### src/rtl/core_control_fsm_if.sv
// core_control_fsm_if
//   Control bundle between the multicycle control sequencer and the
//   decoder / memory / datapath side.
//   master : the sequencer (reads status, drives enables/selects)
//   slave  : decoder, memory and datapath (drive status, read enables)
//   Status : opcode, invalid_inst, ialign, mem_complete_read,
//            mem_complete_write, mem_malign
//   Control: write_pc, write_ir, write_rd, mem_read, mem_write, addr_sel,
//            rd_sel, alu_insel1, alu_insel2, trap, trap_cause, state
//   CORE_CONTROL_DEBUG_HALT_EN adds halt_req, resume_req (status side) and
//   halted (control side).
interface core_control_fsm_if #(
  parameter int OPCODE_WIDTH = 7
);
  logic [OPCODE_WIDTH-1:0] opcode;
  logic                    invalid_inst;
  logic                    ialign;
  logic                    mem_complete_read;
  logic                    mem_complete_write;
  logic                    mem_malign;
  logic                    write_pc;
  logic                    write_ir;
  logic                    write_rd;
  logic                    mem_read;
  logic                    mem_write;
  logic                    addr_sel;
  logic                    rd_sel;
  logic [1:0]              alu_insel1;
  logic [1:0]              alu_insel2;
  logic                    trap;
  logic [1:0]              trap_cause;
  logic [2:0]              state;
`ifdef CORE_CONTROL_DEBUG_HALT_EN
  logic                    halt_req;
  logic                    resume_req;
  logic                    halted;

  modport master (
    input  opcode, invalid_inst, ialign, mem_complete_read,
           mem_complete_write, mem_malign, halt_req, resume_req,
    output write_pc, write_ir, write_rd, mem_read, mem_write, addr_sel,
           rd_sel, alu_insel1, alu_insel2, trap, trap_cause, state, halted
  );
  modport slave (
    output opcode, invalid_inst, ialign, mem_complete_read,
           mem_complete_write, mem_malign, halt_req, resume_req,
    input  write_pc, write_ir, write_rd, mem_read, mem_write, addr_sel,
           rd_sel, alu_insel1, alu_insel2, trap, trap_cause, state, halted
  );
`else
  modport master (
    input  opcode, invalid_inst, ialign, mem_complete_read,
           mem_complete_write, mem_malign,
    output write_pc, write_ir, write_rd, mem_read, mem_write, addr_sel,
           rd_sel, alu_insel1, alu_insel2, trap, trap_cause, state
  );
  modport slave (
    output opcode, invalid_inst, ialign, mem_complete_read,
           mem_complete_write, mem_malign,
    input  write_pc, write_ir, write_rd, mem_read, mem_write, addr_sel,
           rd_sel, alu_insel1, alu_insel2, trap, trap_cause, state
  );
`endif
endinterface

### src/rtl/core_control_fsm.sv
// core_control_fsm
//   Multicycle RV32I control sequencer. Steps FETCH/DECODE/EXEC/MEM/WB and
//   raises traps on illegal instructions, misaligned targets, misaligned
//   data accesses and bus timeouts. A watchdog bounds every wait on memory.
//   Ports:
//     clk   : core clock
//     rst_n : asynchronous active-low reset; request strobes drop at once
//     ctl   : core_control_fsm_if.master control/status bundle
//   Optional feature macro: CORE_CONTROL_DEBUG_HALT_EN adds debug halt and
//   resume at instruction boundaries (HALT state, halt_req/resume_req/halted).
//
//   state  | meaning
//   FETCH  | read instruction at PC, latch IR on completion
//   DECODE | decoder settles, illegal instruction check
//   EXEC   | ALU op / PC update, or address setup for LOAD/STORE
//   MEM    | data access at ALU address, request held until complete
//   WB     | write load data to rd, advance PC
//   TRAP   | one-cycle trap pulse, PC loads trap vector
//   HALT   | debug halt between instructions (debug builds only)
module core_control_fsm #(
  parameter int OPCODE_WIDTH  = 7,
  parameter int TIMEOUT_WIDTH = 8,
  parameter int MEM_TIMEOUT   = 255
) (
  input logic               clk,
  input logic               rst_n,
  core_control_fsm_if.master ctl
);

  typedef enum logic [2:0] {
    S_FETCH  = 3'd0,
    S_DECODE = 3'd1,
    S_EXEC   = 3'd2,
    S_MEM    = 3'd3,
    S_WB     = 3'd4,
    S_TRAP   = 3'd5,
    S_HALT   = 3'd6
  } state_t;

  localparam logic [OPCODE_WIDTH-1:0] OPC_LOAD   = OPCODE_WIDTH'(7'b0000011);
  localparam logic [OPCODE_WIDTH-1:0] OPC_MISC   = OPCODE_WIDTH'(7'b0001111);
  localparam logic [OPCODE_WIDTH-1:0] OPC_OPIMM  = OPCODE_WIDTH'(7'b0010011);
  localparam logic [OPCODE_WIDTH-1:0] OPC_AUIPC  = OPCODE_WIDTH'(7'b0010111);
  localparam logic [OPCODE_WIDTH-1:0] OPC_STORE  = OPCODE_WIDTH'(7'b0100011);
  localparam logic [OPCODE_WIDTH-1:0] OPC_OP     = OPCODE_WIDTH'(7'b0110011);
  localparam logic [OPCODE_WIDTH-1:0] OPC_LUI    = OPCODE_WIDTH'(7'b0110111);
  localparam logic [OPCODE_WIDTH-1:0] OPC_BRANCH = OPCODE_WIDTH'(7'b1100011);
  localparam logic [OPCODE_WIDTH-1:0] OPC_JALR   = OPCODE_WIDTH'(7'b1100111);
  localparam logic [OPCODE_WIDTH-1:0] OPC_JAL    = OPCODE_WIDTH'(7'b1101111);
  localparam logic [OPCODE_WIDTH-1:0] OPC_SYSTEM = OPCODE_WIDTH'(7'b1110011);

  // Counter value seen during the last permitted wait cycle.
  localparam logic [TIMEOUT_WIDTH-1:0] WD_LAST =
    TIMEOUT_WIDTH'((MEM_TIMEOUT > 0) ? MEM_TIMEOUT - 1 : 0);

  state_t                   state_q, state_d, fetch_tgt;
  logic [1:0]               cause_q, cause_d;
  logic [TIMEOUT_WIDTH-1:0] wd_q, wd_d;
  logic                     wd_expired;
  logic                     is_load, is_store;

  assign is_load    = (ctl.opcode == OPC_LOAD);
  assign is_store   = (ctl.opcode == OPC_STORE);
  assign wd_expired = (MEM_TIMEOUT != 0) && (wd_q == WD_LAST);

`ifdef CORE_CONTROL_DEBUG_HALT_EN
  // Set during reset so that reset exit also counts as entering FETCH.
  logic boot_q;

  always_ff @(posedge clk or negedge rst_n) begin
    if (!rst_n) boot_q <= 1'b1;
    else        boot_q <= 1'b0;
  end

  assign fetch_tgt = ctl.halt_req ? S_HALT : S_FETCH;
`else
  assign fetch_tgt = S_FETCH;
`endif

  always_ff @(posedge clk or negedge rst_n) begin
    if (!rst_n) begin
      state_q <= S_FETCH;
      cause_q <= 2'd0;
      wd_q    <= '0;
    end else begin
      state_q <= state_d;
      cause_q <= cause_d;
      wd_q    <= wd_d;
    end
  end

  always_comb begin
    state_d        = state_q;
    cause_d        = cause_q;
    ctl.write_pc   = 1'b0;
    ctl.write_ir   = 1'b0;
    ctl.write_rd   = 1'b0;
    ctl.mem_read   = 1'b0;
    ctl.mem_write  = 1'b0;
    ctl.addr_sel   = 1'b0;
    ctl.rd_sel     = 1'b0;
    ctl.alu_insel1 = 2'd0;
    ctl.alu_insel2 = 2'd0;
    ctl.trap       = 1'b0;
`ifdef CORE_CONTROL_DEBUG_HALT_EN
    ctl.halted     = 1'b0;
`endif

    case (state_q)
      S_FETCH: begin
`ifdef CORE_CONTROL_DEBUG_HALT_EN
        if (boot_q && ctl.halt_req) begin
          state_d = S_HALT;
        end else
`endif
        begin
          ctl.mem_read = 1'b1;
          if (ctl.mem_malign) begin
            state_d = S_TRAP;
            cause_d = 2'd1;
          end else if (ctl.mem_complete_read) begin
            ctl.write_ir = 1'b1;
            state_d      = S_DECODE;
          end else if (wd_expired) begin
            state_d = S_TRAP;
            cause_d = 2'd3;
          end
        end
      end

      S_DECODE: begin
        if (ctl.invalid_inst) begin
          state_d = S_TRAP;
          cause_d = 2'd0;
        end else begin
          state_d = S_EXEC;
        end
      end

      S_EXEC: begin
        case (ctl.opcode)
          OPC_OP, OPC_OPIMM: begin
            ctl.alu_insel2 = (ctl.opcode == OPC_OPIMM) ? 2'd1 : 2'd0;
            ctl.write_rd   = 1'b1;
            ctl.write_pc   = 1'b1;
            state_d        = fetch_tgt;
          end
          OPC_LUI, OPC_AUIPC: begin
            ctl.alu_insel1 = (ctl.opcode == OPC_LUI) ? 2'd2 : 2'd1;
            ctl.alu_insel2 = 2'd1;
            ctl.write_rd   = 1'b1;
            ctl.write_pc   = 1'b1;
            state_d        = fetch_tgt;
          end
          OPC_JAL, OPC_JALR: begin
            ctl.alu_insel1 = 2'd1;
            ctl.alu_insel2 = 2'd2;
            if (ctl.ialign) begin
              state_d = S_TRAP;
              cause_d = 2'd1;
            end else begin
              ctl.write_rd = 1'b1;
              ctl.write_pc = 1'b1;
              state_d      = fetch_tgt;
            end
          end
          OPC_BRANCH: begin
            if (ctl.ialign) begin
              state_d = S_TRAP;
              cause_d = 2'd1;
            end else begin
              ctl.write_pc = 1'b1;
              state_d      = fetch_tgt;
            end
          end
          OPC_MISC, OPC_SYSTEM: begin
            ctl.write_pc = 1'b1;
            state_d      = fetch_tgt;
          end
          OPC_LOAD, OPC_STORE: begin
            state_d = S_MEM;
          end
          // Opcodes the decoder let through but we cannot sequence.
          default: begin
            state_d = S_TRAP;
            cause_d = 2'd0;
          end
        endcase
      end

      S_MEM: begin
        ctl.addr_sel   = 1'b1;
        ctl.alu_insel2 = 2'd1;
        ctl.mem_read   = is_load;
        ctl.mem_write  = is_store;
        if (ctl.mem_malign) begin
          state_d = S_TRAP;
          cause_d = 2'd2;
        end else if (is_load && ctl.mem_complete_read) begin
          state_d = S_WB;
        end else if (is_store && ctl.mem_complete_write) begin
          ctl.write_pc = 1'b1;
          state_d      = fetch_tgt;
        end else if (wd_expired) begin
          state_d = S_TRAP;
          cause_d = 2'd3;
        end
      end

      S_WB: begin
        ctl.write_rd = 1'b1;
        ctl.rd_sel   = 1'b1;
        ctl.write_pc = 1'b1;
        state_d      = fetch_tgt;
      end

      S_TRAP: begin
        ctl.trap     = 1'b1;
        ctl.write_pc = 1'b1;
        state_d      = fetch_tgt;
      end

      S_HALT: begin
`ifdef CORE_CONTROL_DEBUG_HALT_EN
        ctl.halted = 1'b1;
        if (ctl.resume_req) state_d = S_FETCH;
`else
        state_d = S_FETCH;
`endif
      end

      default: state_d = S_FETCH;
    endcase

    // Strobes must fall the moment reset asserts, not at the next edge.
    if (!rst_n) begin
      ctl.write_pc   = 1'b0;
      ctl.write_ir   = 1'b0;
      ctl.write_rd   = 1'b0;
      ctl.mem_read   = 1'b0;
      ctl.mem_write  = 1'b0;
      ctl.addr_sel   = 1'b0;
      ctl.rd_sel     = 1'b0;
      ctl.alu_insel1 = 2'd0;
      ctl.alu_insel2 = 2'd0;
      ctl.trap       = 1'b0;
`ifdef CORE_CONTROL_DEBUG_HALT_EN
      ctl.halted     = 1'b0;
`endif
    end
  end

  // Counts consecutive wait cycles; any state change restarts it.
  always_comb begin
    wd_d = '0;
    if ((state_q == S_FETCH || state_q == S_MEM) && state_d == state_q)
      wd_d = wd_q + TIMEOUT_WIDTH'(1);
  end

  assign ctl.trap_cause = cause_q;
  assign ctl.state      = state_q;

endmodule

### src/flat_wrapper.sv
// flat-port wrapper written by rule: the top's interface ports become plain ports
module core_control_fsm_flat 
#(
  parameter int OPCODE_WIDTH  = 7,
  parameter int TIMEOUT_WIDTH = 8,
  parameter int MEM_TIMEOUT   = 255
)
  (clk, rst_n, ctl_opcode, ctl_invalid_inst, ctl_ialign, ctl_mem_complete_read, ctl_mem_complete_write, ctl_mem_malign, ctl_write_pc, ctl_write_ir, ctl_write_rd, ctl_mem_read, ctl_mem_write, ctl_addr_sel, ctl_rd_sel, ctl_alu_insel1, ctl_alu_insel2, ctl_trap, ctl_trap_cause, ctl_state);
  core_control_fsm_if #(.OPCODE_WIDTH(OPCODE_WIDTH)) ctl_i ();
  input logic clk;
  input logic rst_n;
  input wire logic [$bits(ctl_i.opcode)-1:0] ctl_opcode;
  input wire logic [$bits(ctl_i.invalid_inst)-1:0] ctl_invalid_inst;
  input wire logic [$bits(ctl_i.ialign)-1:0] ctl_ialign;
  input wire logic [$bits(ctl_i.mem_complete_read)-1:0] ctl_mem_complete_read;
  input wire logic [$bits(ctl_i.mem_complete_write)-1:0] ctl_mem_complete_write;
  input wire logic [$bits(ctl_i.mem_malign)-1:0] ctl_mem_malign;
  output wire logic [$bits(ctl_i.write_pc)-1:0] ctl_write_pc;
  output wire logic [$bits(ctl_i.write_ir)-1:0] ctl_write_ir;
  output wire logic [$bits(ctl_i.write_rd)-1:0] ctl_write_rd;
  output wire logic [$bits(ctl_i.mem_read)-1:0] ctl_mem_read;
  output wire logic [$bits(ctl_i.mem_write)-1:0] ctl_mem_write;
  output wire logic [$bits(ctl_i.addr_sel)-1:0] ctl_addr_sel;
  output wire logic [$bits(ctl_i.rd_sel)-1:0] ctl_rd_sel;
  output wire logic [$bits(ctl_i.alu_insel1)-1:0] ctl_alu_insel1;
  output wire logic [$bits(ctl_i.alu_insel2)-1:0] ctl_alu_insel2;
  output wire logic [$bits(ctl_i.trap)-1:0] ctl_trap;
  output wire logic [$bits(ctl_i.trap_cause)-1:0] ctl_trap_cause;
  output wire logic [$bits(ctl_i.state)-1:0] ctl_state;
  assign ctl_i.opcode = ctl_opcode;
  assign ctl_i.invalid_inst = ctl_invalid_inst;
  assign ctl_i.ialign = ctl_ialign;
  assign ctl_i.mem_complete_read = ctl_mem_complete_read;
  assign ctl_i.mem_complete_write = ctl_mem_complete_write;
  assign ctl_i.mem_malign = ctl_mem_malign;
  assign ctl_write_pc = ctl_i.write_pc;
  assign ctl_write_ir = ctl_i.write_ir;
  assign ctl_write_rd = ctl_i.write_rd;
  assign ctl_mem_read = ctl_i.mem_read;
  assign ctl_mem_write = ctl_i.mem_write;
  assign ctl_addr_sel = ctl_i.addr_sel;
  assign ctl_rd_sel = ctl_i.rd_sel;
  assign ctl_alu_insel1 = ctl_i.alu_insel1;
  assign ctl_alu_insel2 = ctl_i.alu_insel2;
  assign ctl_trap = ctl_i.trap;
  assign ctl_trap_cause = ctl_i.trap_cause;
  assign ctl_state = ctl_i.state;
  core_control_fsm #(.OPCODE_WIDTH(OPCODE_WIDTH), .TIMEOUT_WIDTH(TIMEOUT_WIDTH), .MEM_TIMEOUT(MEM_TIMEOUT)) u_core (.clk(clk), .rst_n(rst_n), .ctl(ctl_i));
endmodule
### config.mk
export PLATFORM = sky130hd
export DESIGN_NAME = core_control_fsm_flat
export DESIGN_NICKNAME = d
export VERILOG_FILES = /design/src/rtl/core_control_fsm_if.sv /design/src/rtl/core_control_fsm.sv /design/src/flat_wrapper.sv
export SDC_FILE = /design/constraint.sdc
export NUM_CORES = 1
export LEC_CHECK = 0
export CORE_MARGIN = 1
export CORE_UTILIZATION = 50
export CTS_BUF_LIST = sky130_fd_sc_hd__clkbuf_8
export CTS_CLUSTER_SIZE = 40
export DETAILED_ROUTE_END_ITERATION = 10
export HOLD_SLACK_MARGIN = 0.15
export PLACE_DENSITY = 0.81
export SLEW_MARGIN = 30
export SYNTH_ARGS = -nofsm -noshare
export SYNTH_HDL_FRONTEND = slang
export SYNTH_SLANG_ARGS = --single-unit
### constraint.sdc
create_clock -name clk -period 3.5 [get_ports clk]
set_input_delay 0.525 -clock clk [delete_from_list [all_inputs] [get_ports clk]]
set_output_delay 0.525 -clock clk [all_outputs]
set_load 0.005 [all_outputs]
# Yosys cells after proc, flatten, opt, wreduce, memory -nomap -nowiden
# Cells that the tools add are included.
[word_totals]
ff_bits = 13
latchBits = 0
mem_bits_rw = 0
mem_bits_ro = 0
input_bits = 14
mem_count = 0
[classes]
add_sub_neg = 1
n_mul = 0
div_mod_pow = 0
order_cmp = 0
eq_ne = 24
shift = 0
muxes = 53
n_bitwise = 0
reduce_logical = 16
[ops]
columns = ["cell", "count"]
rows = [
  ["$eq A7 B7 Y1 const B", 4],
  ["$mux W2", 12],
  ["$mux W3", 8],
  ["$eq A7 B6 Y1 const B", 3],
  ["$mux W1", 20],
  ["$eq A7 B5 Y1 const B", 2],
  ["$ne A3 B3 Y1 const B", 4],
  ["$pmux W2 S2", 3],
  ["$pmux W3 S4", 1],
  ["$reduce_or A2 Y1", 5],
  ["$pmux W3 S3", 1],
  ["$add A8 B1 Y8 const B", 1],
  ["$eq A8 B8 Y1 const B", 1],
  ["$mux W8", 1],
  ["$pmux W1 S2", 4],
  ["$pmux W2 S4", 1],
  ["$reduce_or A8 Y1", 1],
  ["$eq A7 B2 Y1 const B", 1],
  ["$eq A7 B4 Y1 const B", 1],
  ["$reduce_and A7 Y1", 1],
  ["$eq A3 B2 Y1 const B", 2],
  ["$eq A3 B3 Y1 const B", 2],
  ["$pmux W2 S3", 1],
  ["$reduce_or A6 Y1", 1],
  ["other kinds (10)", 13],
]

# Longest topological paths before layout
[depth]
depth_word = 9
mapped_depth = 8

# Worst setup path before layout
# Ideal clock, no wire load.
[synth_timing]
kind = "input to output"
from = "in ctl_opcode[6]"
to = "out ctl_write_pc"
t_arrival_ns = 1.489
path_slack_ns = 1.486
stages = 6
path_cell_list = "clkbuf_2 a21boi_0 o22ai_1 a32oi_4 o21ai_0 and3_1"
[synth_via]
elab_chain_cells = 7
word_cells_on_any_way = 21
classes_between = "eq/ne: 11; mux: 6; reduce/logical: 4"
[synth_rtl]
columns = ["element", "line_no", "text"]
rows = [
  ["start: declaration", "flat_wrapper.sv:12", "input wire logic [$bits(ctl_i.opcode)-1:0] ctl_opcode;"],
  ["$eq A7 B6 Y1", "core_control_fsm.sv:63", "assign is_store = (ctl.opcode == OPC_STORE);"],
  ["$logic_and A1 B1 Y1", "core_control_fsm.sv:201", "end else if (is_store && ctl.mem_complete_write) begin"],
  ["$mux W1", "core_control_fsm.sv:201", ""],
  ["$mux W1", "core_control_fsm.sv:199", "end else if (is_load && ctl.mem_complete_read) begin"],
  ["$mux W1", "core_control_fsm.sv:196", "if (ctl.mem_malign) begin"],
  ["$pmux W1 S3 *", "core_control_fsm.sv:109", "case (state_q)"],
  ["$mux W1 *", "core_control_fsm.sv:236", "if (!rst_n) begin"],
  ["end: declaration", "flat_wrapper.sv:18", "output wire logic [$bits(ctl_i.write_pc)-1:0] ctl_write_pc;"],
]
# Mark *: on every way between the ends. The rest lies on a longest branch, timed or not.

# Worst setup path in the final report
# Ends and elaborated chain as after synthesis.

==> results.cfg <==
[run_status]
status = finished, final reports clean

[cts]
buffers_from_clock_root_to_sink_at_most = 2
tritoncts_clock_tree = yes
ctsRootBufferMaster = clkbuf_8
post-cts-setup-buffers = 0
clk_pin_slew_worst_paths_ps = 50
cts_resized = 0
clock_latency_ps = 240
cts_hold_buffers = 0
clock-sinks = 13
cts_htree_levels = 1
cts_made_buffers = 3

[timing]
period_needed_ps = 3090
max-slew-margin-rel_pct = 58.4
fmax_ghz = 0.324
final-max-slew-violation-count = 0
timing.final.hold_violations = 0
max_slew.worst_pin.slew_ps = 618
total_neg_setup_slack_ps = 0
finalSetupViolCount = 0
worst_slack_ps = 412
rsz0062_at_grt = no
timing.hold.ws_ps = 513
skew_ps = 1.40
final_min_period_over_clock_period_pct = 88.2

[die]
core_region_area_um2 = 2280
die_outline_area_um2 = 2700
io_pins = 31
floorplan.rows = 17
die_w_um = 52.0
start_util_pct = 54.8
floorplan.die.height_um = 52.0

[yosys]
synth.yosys.warnings = 0
netlist.area_leader.share_pct = 26.1
syn-cell-area_um2 = 1250
postSynth.asyncResetShare_pct = 100
synth_largest_area_cell = dfrtp_1
dominantRegCellSynth = dfrtp_1
synth_area_leaders = dfrtp_1, nor2_1, ha_1, a21oi_1, nor3b_1
number_of_distinct_library_cell_variants_in_the_gate_level_netlist_after_synthesis = 52
synth.ff_latch_count = 13
synth_fp_nets = 172
synth_edf_count = 0
synth_cells = 153
post_synth.cell_area_avg_um2 = 8.15
synth-seq-area-share_pct = 26.1

[setup_path]
worstSetupStartpoint = ctl_opcode[6]
critical_path.reg2reg.startpoint = u_core.ctl.state[2]
cp.required_ps = 2970
ff2ff_setup_slack_ps = 1260
crit_path_max_fanout = 8
critPathCaptureType = output pin
category_of_the_worst_setup_path_launch_point = input pin
cp.arrival_ps = 2560
path_class = input pin to output pin

[power_and_ir_drop]
power-per-cell-area_nw_per_um2 = 510
peakVddDrop_v = 0.000369
share_clk_of_total_power_pct = 16.0
share_comb_of_total_power_pct = 53.0
switching_power_mw = 0.343
relative_contribution_of_sequential_cells_to_total_power_pct = 31.0
internal_power_mw = 0.468
p_leak_nw = 0.632
power.share.switching_pct = 42.3

[layout]
antenna-diode-count = 0
area_taken_by_multi_input_logic_gates_um2 = 853
ff_latch_area_um2 = 325
fill_cells = 195
mostFrequentLayoutCells = clkdlybuf4s50_1, nor2_1, dfrtp_1, a21oi_1, nand2_1
syn_to_final_growth_pct = 27.7
finish.cell_count_without_fillers = 210
post-route-util_pct = 70.0
layout-drive-gt1-share_pct = 7.14
layout.cells.most_common = clkdlybuf4s50_1
nNetsFinal = 202

[place]
hpwl_um = 2470
globalplace.congestion = 0.922
place.port_buffers = 30
dp_worst_setup_slack_ps = 397
placed_cells_incl_taps = 206

[routing]
postRouteAntennaNets = 0
final_wl_um = 3220
detail_route.wl_per_cell_um = 15.3
detailroute.via_count = 1299
drt_pass1_iterations = 4
drt_drc = 0
vias_per_cell = 6.19
drt_iter0_drc = 42

[worst_hold_path]
holdCritStartpoint = u_core.ctl.trap_cause[1]
hold_class = flip-flop to flip-flop

[global_route]
globalRouteTotalUtil_pct = 26.0
globalRoute.totalOverflow = 0
maximum_number_of_pins_on_one_net_before_global_route_repair = 17
grt_pass1_vias = 1162
initial_antenna_violation_count = 0
grt_pass1_wl_um = 5180

[job]
maximum_capacitance_violations = 0
[final cells by class]
class                      instances  share of cell area (%)
clock buffer                       3                    2.59
clock inverter                     1                   0.236
inverter                           5                    1.18
multi-input combinational        128                    53.6
sequential                        13                    20.4
tap                               28                    2.20
timing repair buffer              32                    19.8
[logic make-up (layout without fill, tap and decap cells)]
group / count (synthesis) / count (layout) / share of synthesized area (%)
adder cells (fa/ha/maj): 5 / 5 / 5.02
AND/OR/NAND/NOR: 76 / 76 / 34.3
AO/OA/AOI/OAI: 40 / 40 / 24.1
multiplexers: 1 / 1 / 0.802
buffers and inverters: 12 / 41 / 5.52
flip-flops: 13 / 13 / 26.1
XOR/XNOR: 6 / 6 / 4.21
[sequential cells by signal (all words and copies together), names as in the netlist]
signal                 cells
u_core.wd_q                8
u_core.ctl.state           3
u_core.ctl.trap_cause      2
[routing by layer]
metal,vias to the layer above,global-route usage (%),part of all wire [%]
met5,-,0,0
met4,0,8.56,2.1
met3,10,5.85,6.3
met2,61,42.7,49
met1,613,33.2,43
li1,615,-,-
[worst paths after layout]
| path | endpoint | cells past startpoint |
|---|---|---|
| min in group asynchronous | u_core.ctl.state[2] | 2 |
| worst max-delay path | ctl_write_pc | 7 |
| max in group asynchronous | u_core.wd_q[3] | 2 |
| worst max register to register | u_core.wd_q[7] | 6 |
| worst min register to register | u_core.ctl.trap_cause[1] | 1 |
| worst min-delay path | u_core.ctl.trap_cause[1] | 1 |
[cells in the mapped netlist (2+ instances only)]
| master | count |
|---|---|
| o21ai_0 | 7 |
| nor3b_1 | 6 |
| nand2_1 | 9 |
| ha_1 | 5 |
| a31oi_1 | 2 |
| buf_4 | 2 |
| buf_6 | 2 |
| clkbuf_1 | 2 |
| o211ai_1 | 2 |
| nand3_1 | 8 |
| o21ai_1 | 2 |
| and4_1 | 2 |
| inv_1 | 5 |
| nor2_1 | 20 |
| a21oi_1 | 10 |
| xor2_1 | 5 |
| nor3_1 | 6 |
| o211a_1 | 2 |
| nand2b_1 | 5 |
| dfrtp_1 | 13 |
| and3_1 | 6 |
| o22ai_1 | 2 |
[worst max-delay path, stage by stage]
cell	delay, ps
clkdlybuf4s50_1	610
nand2_1	110
o2bb2ai_1	250
a32oi_4	190
o21ai_0	200
and3_1	170
clkdlybuf4s50_1	500
[power groups by stage]
stage	combinational, mW	sequential, mW	clock [mW]
finish	0.430	0.252	0.130
global placement	0.412	0.249	0
floorplan	0.304	0.214	0
global route	0.476	0.260	0.142
detailed placement	0.425	0.254	0
CTS	0.428	0.253	0.134
[per-stage QoR]
| stage | cell area, um^2 | power [mW] |
|---|---|---|
| 2_1_floorplan | 1250 | 0.518 |
| 3_3_place_gp | 1550 | 0.661 |
| 3_5_place_dp | 1550 | 0.678 |
| 4_1_cts | 1590 | 0.814 |
| 5_1_grt | 1590 | 0.878 |
| 6_report | 1590 | 0.812 |
No activity file was read; power rests on OpenSTA's default activity.
